**config.mk**
```make
export PLATFORM = sky130hd
export DESIGN_NAME = multicycle_control
export DESIGN_NICKNAME = d
export VERILOG_FILES = /design/src/rtl/mips_ctrl_pkg.sv /design/src/rtl/mem_wait_timer.sv /design/src/rtl/multicycle_control.sv
export SDC_FILE = /design/constraint.sdc
export NUM_CORES = 1
export LEC_CHECK = 0
export CAP_MARGIN = 20
export CORE_MARGIN = 1
export CORE_UTILIZATION = 40
export CTS_CLUSTER_SIZE = 14
export DETAILED_ROUTE_END_ITERATION = 6
export PLACE_DENSITY = 0.79
export SLEW_MARGIN = 20
export SYNTH_ARGS = -nofsm -noshare
export SYNTH_HDL_FRONTEND = slang
export SYNTH_SLANG_ARGS = --single-unit
export TNS_END_PERCENT = 30
```
**constraint.sdc**
```tcl
create_clock -name clk_i -period 3.65 [get_ports clk_i]
set_input_delay 0.5475 -clock clk_i [delete_from_list [all_inputs] [get_ports clk_i]]
set_output_delay 0.5475 -clock clk_i [all_outputs]
set_load 0.05 [all_outputs]
```
**src/rtl/mips_ctrl_pkg.sv**
```systemverilog
// Shared encodings for the multicycle MIPS control unit: states, opcodes, mux/ALU codes.
// No logic; constants and one helper only.
// Not applicable (no handshake).
package mips_ctrl_pkg;

    typedef enum logic [3:0] {
        ST_FETCH   = 4'd0,
        ST_DECODE  = 4'd1,
        ST_ADDR    = 4'd2,
        ST_MEM_RD  = 4'd3,
        ST_MEM_WR  = 4'd4,
        ST_WB_MEM  = 4'd5,
        ST_EXEC_R  = 4'd6,
        ST_EXEC_I  = 4'd7,
        ST_WB_ALU  = 4'd8,
        ST_BRANCH  = 4'd9,
        ST_JUMP    = 4'd10
    } state_e;

    // Opcode field values recognised in DECODE
    localparam logic [5:0] OP_RTYPE = 6'b000000;
    localparam logic [5:0] OP_ORI   = 6'b001101;
    localparam logic [5:0] OP_LW    = 6'b100011;
    localparam logic [5:0] OP_SW    = 6'b101011;
    localparam logic [5:0] OP_BEQ   = 6'b000100;
    localparam logic [5:0] OP_J     = 6'b000010;

    // ALU operation codes (zero-extended to the output width at the top)
    localparam logic [1:0] ALUOP_ORI   = 2'b00;
    localparam logic [1:0] ALUOP_ADD   = 2'b01;
    localparam logic [1:0] ALUOP_SUB   = 2'b10;
    localparam logic [1:0] ALUOP_FUNCT = 2'b11;

    // PC source select
    localparam logic [1:0] PC_SRC_ALU    = 2'b00;
    localparam logic [1:0] PC_SRC_ALUOUT = 2'b01;
    localparam logic [1:0] PC_SRC_JUMP   = 2'b10;

    // ALU B operand select
    localparam logic [1:0] ALUB_RT      = 2'b00;
    localparam logic [1:0] ALUB_FOUR    = 2'b01;
    localparam logic [1:0] ALUB_IMM     = 2'b10;
    localparam logic [1:0] ALUB_IMM_SH2 = 2'b11;

    // States that wait on the memory handshake and are covered by the wait timer
    function automatic logic is_wait_state(input state_e s);
        return (s == ST_FETCH) || (s == ST_MEM_RD) || (s == ST_MEM_WR);
    endfunction

endpackage

```
**src/rtl/mem_wait_timer.sv**
```systemverilog
// Counts cycles spent waiting on memory in the current wait state; flags when MAX_WAIT is reached.
// Count updates on the clock edge; expired_o is a pure decode of the count.
// No handshake; the controller decides when to clear or advance.
module mem_wait_timer #(
    parameter int MAX_WAIT = 15
) (
    input  logic clk_i,
    input  logic rst_i,
    input  logic clr_i,
    input  logic inc_i,
    output logic expired_o
);

    localparam int CNT_W = $clog2(MAX_WAIT + 1);

    logic [CNT_W-1:0] cnt_q;
    logic [CNT_W-1:0] cnt_d;

    // Clear has priority so that every entry into a wait state starts from zero
    always_comb begin
        cnt_d = cnt_q;
        if (clr_i) begin
            cnt_d = '0;
        end else if (inc_i) begin
            cnt_d = cnt_q + CNT_W'(1);
        end
    end

    // Count register with synchronous reset
    always_ff @(posedge clk_i) begin
        if (rst_i) begin
            cnt_q <= '0;
        end else begin
            cnt_q <= cnt_d;
        end
    end

    assign expired_o = (cnt_q == CNT_W'(MAX_WAIT));

endmodule

```
**src/rtl/multicycle_control.sv**
```systemverilog
// Multicycle MIPS control FSM (fetch/decode/execute/memory/writeback) with memory wait timeout.
// Controls are a same-cycle decode of the state register (plus zero_i, op_i, mem_ready_i where needed).
// Stalls in FETCH/MEM_RD/MEM_WR until mem_ready_i; gives up after MAX_WAIT idle cycles.
module multicycle_control
    import mips_ctrl_pkg::*;
#(
    parameter int ALUOP_W  = 2,
    parameter int MAX_WAIT = 15
) (
    input  logic               clk_i,
    input  logic               rst_i,
    input  logic [5:0]         op_i,
    input  logic               zero_i,
    input  logic               mem_ready_i,
    output logic               pc_write_o,
    output logic [1:0]         pc_src_o,
    output logic               ir_write_o,
    output logic               mem_read_o,
    output logic               mem_write_o,
    output logic               iord_o,
    output logic               reg_write_o,
    output logic               reg_dst_o,
    output logic               mem_to_reg_o,
    output logic               ext_op_o,
    output logic               alu_src_a_o,
    output logic [1:0]         alu_src_b_o,
    output logic [ALUOP_W-1:0] alu_op_o,
    output logic               retire_o,
    output logic               illegal_o,
    output logic               timeout_o
);

    state_e     state_q;
    state_e     state_d;
    logic [5:0] op_q;
    logic [5:0] op_d;
    logic       in_wait;
    logic       expired;
    logic       timed_out;
    logic       tmr_clr;
    logic       tmr_inc;
    logic [1:0] alu_op;

    // A wait state times out only when memory is still not ready; ready wins on the limit cycle
    assign in_wait   = is_wait_state(state_q);
    assign timed_out = in_wait && !mem_ready_i && expired;
    // Clearing whenever the state is left (or outside wait states) guarantees a zero count on entry
    assign tmr_clr   = !in_wait || mem_ready_i || timed_out;
    assign tmr_inc   = in_wait && !mem_ready_i && !timed_out;

    mem_wait_timer #(
        .MAX_WAIT (MAX_WAIT)
    ) u_wait_timer (
        .clk_i     (clk_i),
        .rst_i     (rst_i),
        .clr_i     (tmr_clr),
        .inc_i     (tmr_inc),
        .expired_o (expired)
    );

    // Next-state selection; later states key off the opcode captured in DECODE
    always_comb begin
        state_d = state_q;
        op_d    = op_q;
        unique case (state_q)
            ST_FETCH: begin
                if (mem_ready_i)    state_d = ST_DECODE;
                else if (timed_out) state_d = ST_FETCH;
            end
            ST_DECODE: begin
                op_d = op_i;
                case (op_i)
                    OP_RTYPE:     state_d = ST_EXEC_R;
                    OP_ORI:       state_d = ST_EXEC_I;
                    OP_LW, OP_SW: state_d = ST_ADDR;
                    OP_BEQ:       state_d = ST_BRANCH;
                    OP_J:         state_d = ST_JUMP;
                    default:      state_d = ST_FETCH;
                endcase
            end
            ST_ADDR:   state_d = (op_q == OP_LW) ? ST_MEM_RD : ST_MEM_WR;
            ST_MEM_RD: begin
                if (mem_ready_i)    state_d = ST_WB_MEM;
                else if (timed_out) state_d = ST_FETCH;
            end
            ST_MEM_WR: begin
                if (mem_ready_i || timed_out) state_d = ST_FETCH;
            end
            ST_EXEC_R, ST_EXEC_I: state_d = ST_WB_ALU;
            ST_WB_MEM, ST_WB_ALU, ST_BRANCH, ST_JUMP: state_d = ST_FETCH;
            default:   state_d = ST_FETCH;
        endcase
    end

    // State and captured-opcode registers
    always_ff @(posedge clk_i) begin
        if (rst_i) begin
            state_q <= ST_FETCH;
            op_q    <= '0;
        end else begin
            state_q <= state_d;
            op_q    <= op_d;
        end
    end

    // Control decode; everything is forced low while reset is held so nothing half-completes
    always_comb begin
        pc_write_o   = 1'b0;
        pc_src_o     = PC_SRC_ALU;
        ir_write_o   = 1'b0;
        mem_read_o   = 1'b0;
        mem_write_o  = 1'b0;
        iord_o       = 1'b0;
        reg_write_o  = 1'b0;
        reg_dst_o    = 1'b0;
        mem_to_reg_o = 1'b0;
        ext_op_o     = 1'b0;
        alu_src_a_o  = 1'b0;
        alu_src_b_o  = ALUB_RT;
        alu_op       = ALUOP_ORI;
        retire_o     = 1'b0;
        illegal_o    = 1'b0;
        timeout_o    = 1'b0;
        if (!rst_i) begin
            timeout_o = timed_out;
            unique case (state_q)
                ST_FETCH: begin
                    mem_read_o  = 1'b1;
                    alu_src_b_o = ALUB_FOUR;
                    alu_op      = ALUOP_ADD;
                    ir_write_o  = mem_ready_i;
                    pc_write_o  = mem_ready_i;
                end
                ST_DECODE: begin
                    alu_src_b_o = ALUB_IMM_SH2;
                    alu_op      = ALUOP_ADD;
                    ext_op_o    = 1'b1;
                    illegal_o   = !(op_i inside {OP_RTYPE, OP_ORI, OP_LW, OP_SW, OP_BEQ, OP_J});
                end
                ST_ADDR: begin
                    alu_src_a_o = 1'b1;
                    alu_src_b_o = ALUB_IMM;
                    ext_op_o    = 1'b1;
                    alu_op      = ALUOP_ADD;
                end
                ST_MEM_RD: begin
                    mem_read_o = 1'b1;
                    iord_o     = 1'b1;
                end
                ST_MEM_WR: begin
                    mem_write_o = 1'b1;
                    iord_o      = 1'b1;
                    retire_o    = mem_ready_i;
                end
                ST_WB_MEM: begin
                    reg_write_o  = 1'b1;
                    mem_to_reg_o = 1'b1;
                    retire_o     = 1'b1;
                end
                ST_EXEC_R: begin
                    alu_src_a_o = 1'b1;
                    alu_src_b_o = ALUB_RT;
                    alu_op      = ALUOP_FUNCT;
                end
                ST_EXEC_I: begin
                    alu_src_a_o = 1'b1;
                    alu_src_b_o = ALUB_IMM;
                    alu_op      = ALUOP_ORI;
                end
                ST_WB_ALU: begin
                    reg_write_o = 1'b1;
                    reg_dst_o   = (op_q == OP_RTYPE);
                    retire_o    = 1'b1;
                end
                ST_BRANCH: begin
                    alu_src_a_o = 1'b1;
                    alu_src_b_o = ALUB_RT;
                    alu_op      = ALUOP_SUB;
                    pc_src_o    = PC_SRC_ALUOUT;
                    pc_write_o  = zero_i;
                    retire_o    = 1'b1;
                end
                ST_JUMP: begin
                    pc_src_o   = PC_SRC_JUMP;
                    pc_write_o = 1'b1;
                    retire_o   = 1'b1;
                end
                default: ;
            endcase
        end
    end

    assign alu_op_o = ALUOP_W'(alu_op);

endmodule
```
# [Yosys cells after proc, flatten, opt, wreduce, memory -nomap -nowiden]
# Index checks and enable logic that the tools add are counted.
[totals] ff_bits=14 latch_bits=0 ramBits=0 mem_bits_ro=0 inputBits=10 out_inout_bits=19 wordCells=87 memories=0
[op_classes] n_addsub=1 mul=0 div_mod_pow=0 magnitude_cmp=0 eq_ne=18 n_shift=0 muxes=38 n_bitwise=0 n_reduce_logical=27
[op_table] cell="case mux 4 bit (6 select lines)" n=1
[op_table] cell="2-to-1 mux 1 bit" n=23
[op_table] cell="case mux 4 bit (5 select lines)" n=1
[op_table] cell="== test 6 bit (second input constant)" n=3
[op_table] cell="== test 4 x 3 -> 1 bit (second input constant)" n=4
[op_table] cell="== test 4 bit (second input constant)" n=4
[op_table] cell="2-to-1 mux 4 bit" n=4
[op_table] cell="OR reduction 2 bit" n=8
[op_table] cell="logical NOT 6 bit" n=2
[op_table] cell="case mux 2 bit (3 select lines)" n=2
[op_table] cell="== test 4 x 2 -> 1 bit (second input constant)" n=2
[op_table] cell="OR reduction 4 bit" n=2
[op_table] cell="== test 6 x 2 -> 1 bit (second input constant)" n=1
[op_table] cell="== test 6 x 3 -> 1 bit (second input constant)" n=1
[op_table] cell="== test 6 x 4 -> 1 bit (second input constant)" n=1
[op_table] cell="2-to-1 mux 2 bit" n=3
[op_table] cell="nonzero test 6 bit" n=1
[op_table] cell="logical OR 1 bit" n=5
[op_table] cell="adder 4 x 1 -> 4 bit (second input constant)" n=1
[op_table] cell="== test 4 x 1 -> 1 bit (second input constant)" n=1
[op_table] cell="logical NOT 1 bit" n=4
[op_table] cell="logical NOT 4 bit" n=1
[op_table] cell="case mux 2 bit (2 select lines)" n=1
[op_table] cell="logical AND 1 bit" n=3
[op_table] cell="5 further kinds" n=5

# [Longest topological paths before layout]
[logic_depth] depth_word=8 depth_mapped=6 depth_no_buf=5

# [Cells and area by module]
# From an unflattened synthesis, not the netlist that was laid out.
[hier_totals] cells_unflattened=153 area_unflattened_um2=1133.6
[modules_own_cells] module="multicycle_control" instances=1 cells_per_inst=135 area_each_um2=949.7 seq_area_each_um2=200.2
[modules_own_cells] module="mem_wait_timer" instances=1 cells_per_inst=18 area_each_um2=183.9 seq_area_each_um2=80.1

# [Worst setup path after synthesis]
# Ideal clock, no wire load.
[synth_timing] path_type="in2out" from="input port op_i[2]" to="output port illegal_o" arrival_ps=2641 required_time_ps=3102 slack_ps=462 path_stages=5 path_buffers=1 cell_sequence="clkbuf_1 and3_1 o21ai_0 a21oi_1 nor4_1"
[synth_between] elab_chain_cells=5 elab_cells_between_ends=10 classes_between="5 x eq/ne; 2 x mux; 3 x reduce/logical"
[synth_lines] element="start: declaration" line="multicycle_control.sv:12" text="input logic [5:0] op_i,"
[synth_lines] element="== test 6 x 4 -> 1 bit, or another cell as far along" line="multicycle_control.sv:138" text="illegal_o = !(op_i inside {OP_RTYPE, OP_ORI, OP_LW, OP_SW, OP_BEQ, OP_J});"
[synth_lines] element="nonzero test 6 bit *" line="multicycle_control.sv:138"
[synth_lines] element="logical NOT 1 bit *" line="multicycle_control.sv:138"
[synth_lines] element="2-to-1 mux 1 bit *" line="multicycle_control.sv:126" text="unique case (state_q)"
[synth_lines] element="2-to-1 mux 1 bit *" line="multicycle_control.sv:124" text="if (!rst_i) begin"
[synth_lines] element="end: declaration" line="multicycle_control.sv:29" text="output logic illegal_o,"
# Mark *: on every way between the ends. The rest lies on a longest branch, timed or not.

# [Final worst setup path]
# Same ends and word-level chain as after synthesis.

==> impl_metrics.tcl <==
set metrics [dict create \
    status "finished, final reports clean" \
    yosysWarnings 0 \
    first_pass_iters 4 \
    viasPerCell 5.63 \
    yosys.area.top_type_share_pct 27.4 \
    cp.required_ns 3.10 \
    synthMuxAreaShare_pct 0 \
    dp.cells 190 \
    route.detailed.drc 0 \
    ant_nets 0 \
    nNetsFinal 178 \
    netlist_instances 143 \
    synth_compound_area_share_pct 20.4 \
    synth_top_family_by_area "simple AND/OR/NAND/NOR gates" \
    synth_area_um2 1020 \
    min_from "u_wait_timer.cnt_q[0]" \
    die_w_um 52.6 \
    p_leak_nw 0.477 \
    pre_cts_slack_ns 0.430 \
    diodes 0 \
    path_cells "clkdlybuf4s50_1, and3_1, o21ai_0, a21oi_1, nor4_1, clkdlybuf4s50_1" \
    whs_path_depth 1 \
    synthAdderAreaFrac_pct 1.22 \
    setup_violations 0 \
    die_y_um 52.6 \
    r2r_start "state_q[3]" \
    grt_pass1_wl_um 4260 \
    antenna_found_initial 0 \
    portBuffers 28 \
    clock_skew_ns 0.00108 \
    whs_ns 0.452 \
    synth_ff_type "dfxtp_1" \
    ys_ff_latch 14 \
    cp-end-kind "output pin" \
    cp_slowest_cell "clkdlybuf4s50_1" \
    wl_um 2550 \
    insertion_delay_ns 0.28 \
    cts_htree_levels 1 \
    worst_slack_ns 0.402 \
    grt_setup_unrepaired "false" \
    crit_fanout 8 \
    cts_resized 0 \
    dp.final_hpwl_um 2000 \
    post-cts-setup-buffer-count 0 \
    critPathBufInv 2 \
    worstHoldPathType "register to register" \
    die_area_um2 2760 \
    cp-startpoint "op_i[2]" \
    cts_tree "built" \
    grt_pass1_vias 967 \
    place_congestion 0.893 \
    worstPathArrival_ns 2.70 \
    synth_commonest_cells "nor2_1, dfxtp_1, a21oi_1, nand2_1, o21ai_0" \
    drive_gt1_share_pct 7.88 \
    synth-xor-area-share_pct 3.43 \
    power-per-cell-area_nw_per_um2 258 \
    cap_violations 0 \
    ir_worst_vdd_mv 0.265 \
    slew_viol_final 0 \
    avgSynthCellArea_um2 7.15 \
    period_needed_ns 3.25 \
    yosys.area_share.simple_pct 39.9 \
    synth_edf_count 0 \
    r2r_setup_slack_ns 1.90 \
    cp_common_cell "clkdlybuf4s50_1" \
    ys_seq_area_share_pct 27.4 \
    synth_most_common_cell "nor2_1" \
    slowest_delay_ns 0.85 \
    final_hold_viol_count 0 \
    cts_sinks 14 \
    initial_core_util_pct 44.1 \
    hold_path_end "u_wait_timer.cnt_q[0]" \
    relSlewSlack_pct 58.6 \
    grt-ovfl-total 0 \
    clockBufferDepth 2 \
    yosys.area.top_type "dfxtp_1" \
    wl_per_cell_um 13.2 \
    row_count 17 \
    syn2layout_area_growth_pct 27.9 \
    async_flop_share_pct 0 \
    worst_pin_slew_ns 0.620 \
    cts_root_buf "clkbuf_4" \
    timing.fmax_mhz 308 \
    path_clk_slew_ns 0.08 \
    grt_usage_pct 21.0 \
    io_pins 29 \
    crit_family "buffers and inverters" \
    cts_buffers 3 \
    hold_buffers 0 \
    finalCritPeriodShare_pct 89.0 \
    drt_iter0_drc 34 \
    yosys-top-cells-area "dfxtp_1, a21oi_1, nor2_1" \
    critPathKind "primary input to output pin" \
    instances_no_fill 193 \
    r2r_cells 4 \
    setup_tns_ns 0 \
    worstReg2RegEnd "state_q[2]" \
    synth.distinct_cells 46 \
    core_area_um2 2320 \
    startpoint_type "primary input" \
    synth_nets 154 \
    vias 1086 \
    grt_max_degree 21 \
]
==> layout make-up <==
type | count | area [um2]
Fill cell | 223 | 1010
Multi-Input combinational cell | 114 | 664
Timing Repair Buffer | 30 | 290
Sequential cell | 14 | 280
Tap cell | 28 | 35.0
Clock buffer | 3 | 22.5
Inverter | 4 | 15.0
==> layer usage <==
metal	share of wire (%)	GRT usage, %
met1	44	27.0
met2	50	34.8
met3	5.4	6.67
met4	0.47	2.63
met5	0	0
==> flip-flops by register name, indices dropped and copies added (netlist names) <==
signal and cells:
u_wait_timer.cnt_q 4, op_q 6, state_q 4
==> kinds of logic (layout without fill, tap and decap cells) <==
logic type | Yosys count | count (layout)
adders and majority gates | 1 | 1
and+or+nand+nor | 74 | 74
AOI/OAI and AO/OA | 35 | 35
buffers and inverters | 15 | 37
DFF | 14 | 14
xor gates and xnor gates | 4 | 4
==> per-stage QoR <==
| stage | instance area, um2 | power, mW | utilization [%] |
|---|---|---|---|
| 2_1_floorplan | 1020 | 0.224 | - |
| 5_1_grt | 1310 | 0.354 | 56.4 |
| 6_report | 1310 | 0.337 | 56.4 |
| 3_3_place_gp | 1280 | 0.252 | 55.4 |
| 4_1_cts | 1310 | 0.340 | 56.4 |
| 3_5_place_dp | 1280 | 0.254 | 55.4 |
==> power by group <==
group | leakage (nW) | internal (mW) | switching (mW) | total (mW)
logic | 0.350 | 0.0346 | 0.0511 | 0.0857
clock network | 0.0138 | 0.0382 | 0.0477 | 0.0860
registers | 0.114 | 0.158 | 0.00735 | 0.165
total | 0.477 | 0.231 | 0.106 | 0.337
==> worst register-to-register path: cells and delay by family (launching register included) <==
family	cells	cell delay, ns
AO/OA/AOI/OAI	1	0.21
AND/OR/NAND/NOR	3	0.71
flip-flops	1	0.72
==> cell usage in the layout (no fill, tap or decap), types with 2 or more instances in the layout <==
master / netlist / routed
buf_4: 1 / 4
nand2b_1: 6 / 6
dfxtp_1: 14 / 14
nor3_1: 8 / 8
nand3b_1: 3 / 3
nor2_1: 17 / 17
nand2_1: 13 / 13
or2_2: 2 / 2
a21oi_1: 13 / 13
a211o_1: 2 / 2
xnor2_1: 2 / 2
clkdlybuf4s50_1: 0 / 26
nor4_1: 3 / 3
inv_1: 4 / 4
nand4_1: 2 / 2
o21ai_0: 10 / 10
clkbuf_4: 0 / 3
nand3_1: 3 / 3
nand4b_1: 2 / 2
xor2_1: 2 / 2
nor2b_1: 3 / 3
==> how the worst max path moves through the flow <==
stage | to | slack [ns] | cells after the start
final | illegal_o | 0.40 | 6
after floorplan | illegal_o | 0.46 | 5
after detailed placement | illegal_o | 0.43 | 6
after global routing | illegal_o | 0.25 | 6
after CTS | illegal_o | 0.40 | 6
after global placement | illegal_o | 0.47 | 6
No activity file was read; power rests on OpenSTA's default activity.
